<file path="config.mk">
export PLATFORM = sky130hd
export DESIGN_NAME = vend_payout_ctrl
export DESIGN_NICKNAME = d
export VERILOG_FILES = /design/src/rtl/vend_pkg.sv /design/src/rtl/vend_cycle_timer.sv /design/src/rtl/vend_payout_ctrl.sv
export SDC_FILE = /design/constraint.sdc
export NUM_CORES = 1
export LEC_CHECK = 0
export CORE_MARGIN = 4
export CORE_UTILIZATION = 28
export CTS_CLUSTER_SIZE = 12
export DETAILED_ROUTE_END_ITERATION = 8
export PLACE_DENSITY_LB_ADDON = 0.3
export SLEW_MARGIN = 20
export SYNTH_ARGS = -nofsm -noshare
export SYNTH_HDL_FRONTEND = slang
export SYNTH_SLANG_ARGS = --single-unit
</file>
<file path="constraint.sdc">
create_clock -name clk -period 3.7 [get_ports clk]
set_clock_uncertainty 0.05 [all_clocks]
set_input_delay 0.925 -clock clk [delete_from_list [all_inputs] [get_ports clk]]
set_output_delay 0.925 -clock clk [all_outputs]
set_load 0.01 [all_outputs]
</file>
<file path="src/rtl/vend_pkg.sv">
// Types and codes shared by the payout controller and the vending controller.
package vend_pkg;

    typedef enum logic [2:0] {
        ST_IDLE,
        ST_VEND,
        ST_PULSE,
        ST_WAIT_COIN,
        ST_DONE,
        ST_FAULT
    } vend_state_e;

    localparam logic [1:0] CHG_NONE = 2'b00;
    localparam logic [1:0] CHG_5    = 2'b01;
    localparam logic [1:0] CHG_10   = 2'b10;
    localparam logic [1:0] CHG_BAD  = 2'b11;

    typedef enum logic [1:0] {
        FLT_NONE    = 2'b00,
        FLT_TIMEOUT = 2'b01,
        FLT_BADREQ  = 2'b10
    } vend_fault_e;

    typedef struct packed {
        logic       bottle;
        logic [1:0] change;
    } vend_req_t;

    // Number of 5 rs coins owed for a change code.
    function automatic logic [1:0] coins_for(input logic [1:0] chg);
        case (chg)
            CHG_5:   return 2'd1;
            CHG_10:  return 2'd2;
            default: return 2'd0;
        endcase
    endfunction

    function automatic int unsigned max3(input int unsigned a, input int unsigned b,
                                         input int unsigned c);
        int unsigned m;
        m = (a > b) ? a : b;
        return (m > c) ? m : c;
    endfunction

endpackage

</file>
<file path="src/rtl/vend_cycle_timer.sv">
// Loadable down-counter that parks at zero; zero_c flags an expired interval.
module vend_cycle_timer #(
    parameter int unsigned W = 4
) (
    input  logic         clk,
    input  logic         rst,
    input  logic         load,
    input  logic [W-1:0] load_val,
    output logic         zero_c
);

    logic [W-1:0] cnt;

    always_ff @(posedge clk or posedge rst) begin
        if (rst) begin
            cnt <= '0;
        end else if (load) begin
            cnt <= load_val;
        end else if (cnt != '0) begin
            cnt <= cnt - W'(1);
        end
    end

    assign zero_c = (cnt == '0);

endmodule

</file>
<file path="src/rtl/vend_payout_ctrl.sv">
// Payout actuator controller: runs the bottle motor, then pulses the coin hopper
// once per coin owed, confirming each drop on the coin sensor with retry/timeout.
module vend_payout_ctrl
    import vend_pkg::*;
#(
    parameter int unsigned MOTOR_CYCLES   = 8,
    parameter int unsigned PULSE_CYCLES   = 4,
    parameter int unsigned TIMEOUT_CYCLES = 16,
    parameter int unsigned MAX_RETRY      = 2
) (
    input  logic       clk,
    input  logic       rst,
    input  logic       req_valid,
    input  logic       req_bottle,
    input  logic [1:0] req_change,
    output logic       req_ready,
    output logic       motor_on,
    output logic       hopper_pulse,
    input  logic       coin_sense,
    output logic       busy,
    output logic       done,
    output logic [1:0] coins_paid,
    output logic       fault,
    output logic [1:0] fault_code,
    input  logic       fault_clr
);

    localparam int unsigned TW = $clog2(max3(MOTOR_CYCLES, PULSE_CYCLES, TIMEOUT_CYCLES) + 1);
    localparam int unsigned RW = $clog2(MAX_RETRY + 2);

    vend_state_e state, state_nxt;
    vend_fault_e code_q, code_nxt;
    vend_req_t   req;
    logic [1:0]  owed, owed_nxt;
    logic [1:0]  paid_nxt;
    logic [RW-1:0] retry, retry_nxt;
    logic          tmr_load, tmr_zero_c, take_drop;
    logic [TW-1:0] tmr_val;
    logic          coin_q, coin_edge_c;

    assign req         = '{bottle: req_bottle, change: req_change};
    assign coin_edge_c = coin_sense && !coin_q;

    vend_cycle_timer #(.W(TW)) u_timer (
        .clk      (clk),
        .rst      (rst),
        .load     (tmr_load),
        .load_val (tmr_val),
        .zero_c   (tmr_zero_c)
    );

    always_ff @(posedge clk or posedge rst) begin
        if (rst) begin
            state <= ST_IDLE;
        end else begin
            state <= state_nxt;
        end
    end

    always_comb begin
        state_nxt = state;
        code_nxt  = code_q;
        owed_nxt  = owed;
        paid_nxt  = coins_paid;
        retry_nxt = retry;
        tmr_load  = 1'b0;
        tmr_val   = '0;
        take_drop = 1'b0;
        case (state)
            ST_IDLE: begin
                if (req_valid) begin
                    paid_nxt = '0;
                    owed_nxt = coins_for(req.change);
                    if (req.change == CHG_BAD) begin
                        state_nxt = ST_FAULT;
                        code_nxt  = FLT_BADREQ;
                    end else if (req.bottle) begin
                        state_nxt = ST_VEND;
                        tmr_load  = 1'b1;
                        tmr_val   = TW'(MOTOR_CYCLES - 1);
                    end else if (owed_nxt != 2'd0) begin
                        state_nxt = ST_PULSE;
                        tmr_load  = 1'b1;
                        tmr_val   = TW'(PULSE_CYCLES - 1);
                        retry_nxt = '0;
                    end else begin
                        state_nxt = ST_DONE;
                    end
                end
            end
            ST_VEND: begin
                if (tmr_zero_c) begin
                    if (owed != 2'd0) begin
                        state_nxt = ST_PULSE;
                        tmr_load  = 1'b1;
                        tmr_val   = TW'(PULSE_CYCLES - 1);
                        retry_nxt = '0;
                    end else begin
                        state_nxt = ST_DONE;
                    end
                end
            end
            ST_PULSE: begin
                if (coin_edge_c) begin
                    take_drop = 1'b1;
                end else if (tmr_zero_c) begin
                    state_nxt = ST_WAIT_COIN;
                    tmr_load  = 1'b1;
                    tmr_val   = TW'(TIMEOUT_CYCLES - 1);
                end
            end
            ST_WAIT_COIN: begin
                if (coin_edge_c) begin
                    take_drop = 1'b1;
                end else if (tmr_zero_c) begin
                    if (retry < RW'(MAX_RETRY)) begin
                        retry_nxt = retry + RW'(1);
                        state_nxt = ST_PULSE;
                        tmr_load  = 1'b1;
                        tmr_val   = TW'(PULSE_CYCLES - 1);
                    end else begin
                        state_nxt = ST_FAULT;
                        code_nxt  = FLT_TIMEOUT;
                    end
                end
            end
            ST_DONE: begin
                state_nxt = ST_IDLE;
            end
            ST_FAULT: begin
                if (fault_clr) begin
                    state_nxt = ST_IDLE;
                    code_nxt  = FLT_NONE;
                end
            end
            default: begin
                state_nxt = ST_IDLE;
            end
        endcase

        // A confirmed drop settles one coin; the next coin starts with fresh retries.
        if (take_drop) begin
            paid_nxt = coins_paid + 2'd1;
            owed_nxt = owed - 2'd1;
            if (owed == 2'd1) begin
                state_nxt = ST_DONE;
            end else begin
                state_nxt = ST_PULSE;
                tmr_load  = 1'b1;
                tmr_val   = TW'(PULSE_CYCLES - 1);
                retry_nxt = '0;
            end
        end
    end

    // Datapath registers and outputs decoded from the next state, so they track state exactly.
    always_ff @(posedge clk or posedge rst) begin
        if (rst) begin
            code_q       <= FLT_NONE;
            owed         <= '0;
            coins_paid   <= '0;
            retry        <= '0;
            coin_q       <= 1'b0;
            req_ready    <= 1'b1;
            motor_on     <= 1'b0;
            hopper_pulse <= 1'b0;
            busy         <= 1'b0;
            done         <= 1'b0;
            fault        <= 1'b0;
        end else begin
            code_q       <= code_nxt;
            owed         <= owed_nxt;
            coins_paid   <= paid_nxt;
            retry        <= retry_nxt;
            coin_q       <= coin_sense;
            req_ready    <= (state_nxt == ST_IDLE);
            motor_on     <= (state_nxt == ST_VEND);
            hopper_pulse <= (state_nxt == ST_PULSE);
            busy         <= (state_nxt != ST_IDLE) && (state_nxt != ST_FAULT);
            done         <= (state_nxt == ST_DONE);
            fault        <= (state_nxt == ST_FAULT);
        end
    end

    assign fault_code = code_q;

endmodule

</file>
==> results of run 1 <==
==> cells in the final DEF (no fill, tap or decap), types with 2 or more instances in the layout <==
cell	Yosys	final
dfrtp_1	22	22
nor2_1	18	18
clkdlybuf4s50_1	0	17
inv_1	14	14
ha_1	8	8
nand2_1	7	7
a21oi_1	5	5
nor3_1	4	4
o21ai_0	4	4
nand2b_1	3	3
a21o_1	3	3
nor3_2	3	3
nand3_1	3	3
clkbuf_8	1	3
nor4b_4	2	2
nor2b_1	2	2
nand3b_1	2	2
o22ai_1	2	2
o21ai_1	2	2
xnor2_1	2	2
==> flip-flops by register name, summed over array words and instances (netlist names) <==
signal        count
busy              1
fault_code        2
req_ready         1
owed              2
coin_q            1
state             3
hopper_pulse      1
coins_paid        2
retry             2
u_timer.cnt       5
motor_on          1
fault             1
done              1
==> worst max-delay path: cells and delay by family <==
kind	cells	cell delay [ns]
fa+ha+maj	1	0.29
buf+inv	2	0.56
simple gates	3	0.64
compound gates	2	0.46
==> per-layer routing <==
metal	up-vias	GRT usage [%]	wire [µm]
li1	537	-	-
met1	536	12.5	1390
met2	21	17.3	1440
met3	7	3.16	124
met4	0	3.95	45
met5	-	0	0
==> metrics by stage <==
| step | instance area, µm² | hold slack, ns | worst slack, ns |
|---|---|---|---|
| 2_1_floorplan | 1440 | 0.430 | 1.26 |
| 3_3_place_gp | 1650 | 0.429 | 0.654 |
| 3_5_place_dp | 1650 | 0.444 | 0.639 |
| 4_1_cts | 1700 | 0.460 | 0.927 |
| 5_1_grt | 1700 | 0.467 | 0.784 |
| 6_report | 1700 | 0.454 | 0.925 |
==> area by class of cell <==
class	count	area share [%]
Clock inverter	1	0.442
Multi-Input combinational cell	102	45.0
Tap cell	67	4.93
Inverter	15	3.31
Clock buffer	3	2.43
Sequential cell	23	33.9
Timing Repair Buffer	17	10.0
==> final timing paths <==
kind,from,endpoint,depth (start not counted)
worst min-delay path,coins_paid[1]$_DFFE_PP0P_,coins_paid[1]$_DFFE_PP0P_,1
min in group asynchronous,rst,owed[0]$_DFFE_PP0P_,2
worst max register to register,u_timer.cnt[0]$_DFFE_PP0P_,busy$_DFF_PP0_,8
max in group asynchronous,rst,done$_DFF_PP0_,2
worst min register to register,coins_paid[1]$_DFFE_PP0P_,coins_paid[1]$_DFFE_PP0P_,1
worst max-delay path,req_change[0],u_timer.cnt[1]$_DFFE_PP0P_,8
==> report_power, final <==
| group | leakage (nW) | switching (W) | internal [W] |
|---|---|---|---|
| Clock | 0.0217 | 0.0000858 | 0.0000763 |
| Combinational | 0.427 | 0.000291 | 0.000283 |
| Sequential | 0.293 | 0.000104 | 0.000346 |
==> logic make-up (layout without fill, tap and decap cells) <==
group / after synthesis / after routing
compound gates: 34 / 34
simple gates: 56 / 56
buf+inv: 19 / 36
xor+xnor: 3 / 3
mux: 1 / 1
flops: 23 / 23
fa+ha+maj: 8 / 8
==> reports/results.ini, run 1 <==
[place]
routabilityCongestion = 0.859
dpl.cell_count = 224
place.port_buffers = 17
dpl.hpwl_um = 2350

[final_layout]
nFillCells = 490
nNetsFinal = 178
seqCellArea_um2 = 577
antenna_cells = 0
final_util_pct = 35.1
area_growth_pct = 18.2
fin_cells = 228
multi_input_area_um2 = 764
drive_above_1_share_pct = 14.3

[die]
design.die.area_mm2 = 0.00635
core_mm2 = 0.00485
die_w_um = 79.7
start_util_pct = 29.7
pin_count = 18
die_y_um = 79.7
num_rows = 25

[global_route]
grt_pass1_vias = 1099
grt_max_degree = 24
antenna_found_initial = 0
grt_pass1_wl_um = 5100
grt.overflow.total = 0
globalRouteTotalUtil_pct = 10.4

[detailed_routing]
first_pass_iters = 4
dr.first_iter.drc_count = 50
wire_per_inst_um = 13.2
ant_nets = 0
vias_per_cell = 4.83
vias = 1101
wirelength_um = 3000
drc = 0

[critical_path]
slowest_delay_ns = 0.51
crit_chain = clkdlybuf4s50_1 > inv_1 > ha_1 > nor2b_1 > nor2_1 > a21o_1 > or3b_4 > a211o_1
worstPathRequired_ns = 3.81
cp-end-kind = register
cp-start-kind = input port
cp.arrival_ns = 2.89
critPathMaxFanout = 5
crit_slowest_cell = clkdlybuf4s50_1
path_class = input port to register
reg2reg_slack_ns = 1.37

[synthesis]
synth_area_leader_cell = dfrtp_1
synth_compound_area_share_pct = 17.9
synth_ff_type = dfrtp_1
synthTopCellsByCount = 22 x dfrtp_1, 18 x nor2_1, 14 x inv_1
synth_top_family_by_area = simple AND/OR/NAND/NOR gates
yosysMostFrequentCell = dfrtp_1
syn_area_per_cell_um2 = 9.99
ys_warn_count = 0
muxShareOfSynthArea_pct = 0.696
syn_nets = 160
synth_top_area_share_pct = 38.3
syn_area_mm2 = 0.00144
synthAdderAreaFrac_pct = 6.96
yosysSeqAreaShare_pct = 40.1
synth-xor-area-share_pct = 1.83
synthCells = 144
synth_edf_count = 0
ys_types = 55
synthSimpleGateAreaFrac_pct = 25.7
synth-seq-cells = 23
async_flop_share_pct = 100
yosys-top-cells-area = dfrtp_1 38%, ha_1 7.0%, nor2_1 4.7%

[clock_network]
hold_buffers = 0
cts_buffers = 3
cts_root_buf = clkbuf_8
cts_resized = 0
clkLatencyLatePin_ns = 0.27
tritoncts = done
clkTransAtPathRegs_ns = 0.09
clock_path_buffers = 2
h-tree-depth = 1
cts_sinks = 23
post_cts_buffers = 0

[pwr]
p_leak_nw = 0.742
peakVddDrop_uv = 366
powerDensity_mw_per_mm2 = 697
finalPower_w = 0.00119

[timing]
rsz0062_at_grt = false
tightest_slew_ns = 0.849
slew_headroom_pct = 43.4
finalHoldViolCount = 0
final_max_slew_viol_count = 0
max_freq_mhz = 360
post-route-period-util_pct = 75.0
setup_violations = 0
fin_tns_setup_ns = 0
post-route-min-period_ns = 2.77

[status]
status = finished, final reports clean

[worst_hold_path]
min_path_type = register to register

[flow_run]
maxCapViolCount = 0

(Power assumes the default switching activity.)
==> run 2, diff against run 1 <==
==> constraint.sdc (replaced) <==
create_clock -name clk -period 2.8 [get_ports clk]
set_clock_uncertainty 0.05 [all_clocks]
set_input_delay 0.7 -clock clk [delete_from_list [all_inputs] [get_ports clk]]
set_output_delay 0.7 -clock clk [all_outputs]
set_load 0.01 [all_outputs]
==> reports/results.ini, run 2 (synthesized netlist as in run 1, its figures left out) <==
[detailed_routing]
ant_nets = 0
drc = 0
wire_per_inst_um = 12.7
vias = 1105
met2_length_um = 1380
highest_layer = met4
vias_per_cell = 4.76
wirelength_um = 2950
wl_met1_um = 1390
wl_met3_um = 130
first_pass_iters = 4
dr.first_iter.drc_count = 46

[critical_path]
slowest_delay_ns = 0.48
cp-start-kind = input port
cp.arrival_ns = 2.63
critPathMaxFanout = 2
cp-end-kind = register
crit_chain = clkdlybuf4s50_1 > inv_1 > ha_1 > nor4_1 > buf_4 > a311oi_1 > or3_1 > a21oi_1 > nor2_1
crit_slowest_cell = clkdlybuf4s50_1
path_class = input port to register
worstPathRequired_ns = 2.89
ff2ff_path_depth = 9

[pwr]
power_switching_w = 0.000629
p_clk_share_pct = 13.5
peakVddDrop_uv = 414
p_seq_share_pct = 37.9
internal_power_w = 0.000935
p_sw_share_pct = 40.2
p_leak_nw = 0.766
powerDensity_mw_per_mm2 = 905
pwr-share-comb_pct = 48.6

[clock_network]
cts_sinks = 23
clock_path_buffers = 2
post_cts_buffers = 0
cts_root_buf = clkbuf_8
clkTransAtPathRegs_ns = 0.09
tritoncts = done
cts_buffers = 3
h-tree-depth = 1
cts_resized = 0
hold_buffers = 0
clkLatencyLatePin_ns = 0.27

[global_route]
grt_pass1_wl_um = 5180
antenna_found_initial = 0
grt_max_degree = 24
grt_pass1_vias = 1100
globalRouteTotalUtil_pct = 10.5
grt.overflow.total = 0

[final_layout]
reg_top3 = u_timer.cnt x5, state x3
top_register = u_timer.cnt
nNetsFinal = 182
final_util_pct = 35.6
final_common_cell = dfrtp_1
fin_cells = 232
drive_above_1_share_pct = 16.4
area_growth_pct = 20.1
mostFrequentLayoutCells = 22 x dfrtp_1, 18 x nor2_1, 17 x clkdlybuf4s50_1
antenna_cells = 0
largest_register_ffs = 5
nFillCells = 495

[timing]
max_freq_mhz = 394
final_max_slew_viol_count = 0
setup_violations = 0
tightest_slew_ns = 0.571
finalHoldViolCount = 0
post-route-min-period_ns = 2.54
slew_headroom_pct = 61.9
layout_setup_ws_ns = 0.261
rsz0062_at_grt = false
post-route-period-util_pct = 90.7

[place]
dpl.hpwl_um = 2330
dpl.cell_count = 228
dpl_worst_slack_ns = -0.0351
routabilityCongestion = 0.907
place.port_buffers = 17

[die]
die_w_um = 79.7
die_y_um = 79.7
core_mm2 = 0.00485
pin_count = 18
design.die.area_mm2 = 0.00635
start_util_pct = 29.7
num_rows = 25

[flow_run]
maxCapViolCount = 0

[worst_hold_path]
holdPathStages = 1
min_path_type = register to register

[status]
status = finished, final reports clean

==> run 2: final cells by class <==
type,instances,area (µm²),area share (%)
multi-input combinational,102,764,44.2
clock inverter,1,5.00,0.290
timing repair buffer,21,200,11.6
clock buffer,3,41.3,2.39
sequential,23,577,33.4
inverter,15,56.3,3.26
tap,67,83.8,4.85
==> run 2: final timing paths <==
path | startpoint | slack (ns) | end
worst max-delay path | req_change[0] | 0.26 | retry[1]$_DFF_PP0_
worst min-delay path | coins_paid[1]$_DFFE_PP0P_ | 0.44 | coins_paid[1]$_DFFE_PP0P_
worst max register to register | u_timer.cnt[0]$_DFFE_PP0P_ | 0.44 | motor_on$_DFF_PP0_
worst min register to register | coins_paid[1]$_DFFE_PP0P_ | 0.44 | coins_paid[1]$_DFFE_PP0P_
max in group asynchronous | rst | 1.71 | req_ready$_DFF_PP1_
min in group asynchronous | rst | 0.71 | coin_q$_DFF_PP0_
==> run 2: layer usage <==
layer	up-vias	GRT usage [%]
met5	-	0
met4	0	4.47
met3	4	2.93
met2	29	15.9
met1	518	13.9
li1	554	-
==> run 2: stage by stage <==
step	cell area (µm²)	TNS [ns]	total power [W]	hold WS [ns]
2_1_floorplan	1440	0	0.00115	0.430
3_3_place_gp	1680	-0.0557	0.00134	0.428
3_5_place_dp	1680	-0.0609	0.00136	0.436
4_1_cts	1730	0	0.00158	0.447
5_1_grt	1730	0	0.00169	0.485
6_report	1730	0	0.00156	0.438
==> run 2: worst max-delay path: cells and delay by family <==
family          cells  cell delay (ns)
buf+inv             3             0.71
simple gates        3             0.74
fa+ha+maj           1             0.29
compound gates      2             0.20
==> run 2: power groups by stage <==
stage | Clock, W | Sequential, W | Combinational, W
3_3_place_gp | 0 | 0.000597 | 0.000746
2_1_floorplan | 0 | 0.000569 | 0.000580
5_1_grt | 0.000232 | 0.000615 | 0.000848
6_report | 0.000211 | 0.000592 | 0.000760
4_1_cts | 0.000217 | 0.000591 | 0.000770
3_5_place_dp | 0 | 0.000597 | 0.000765
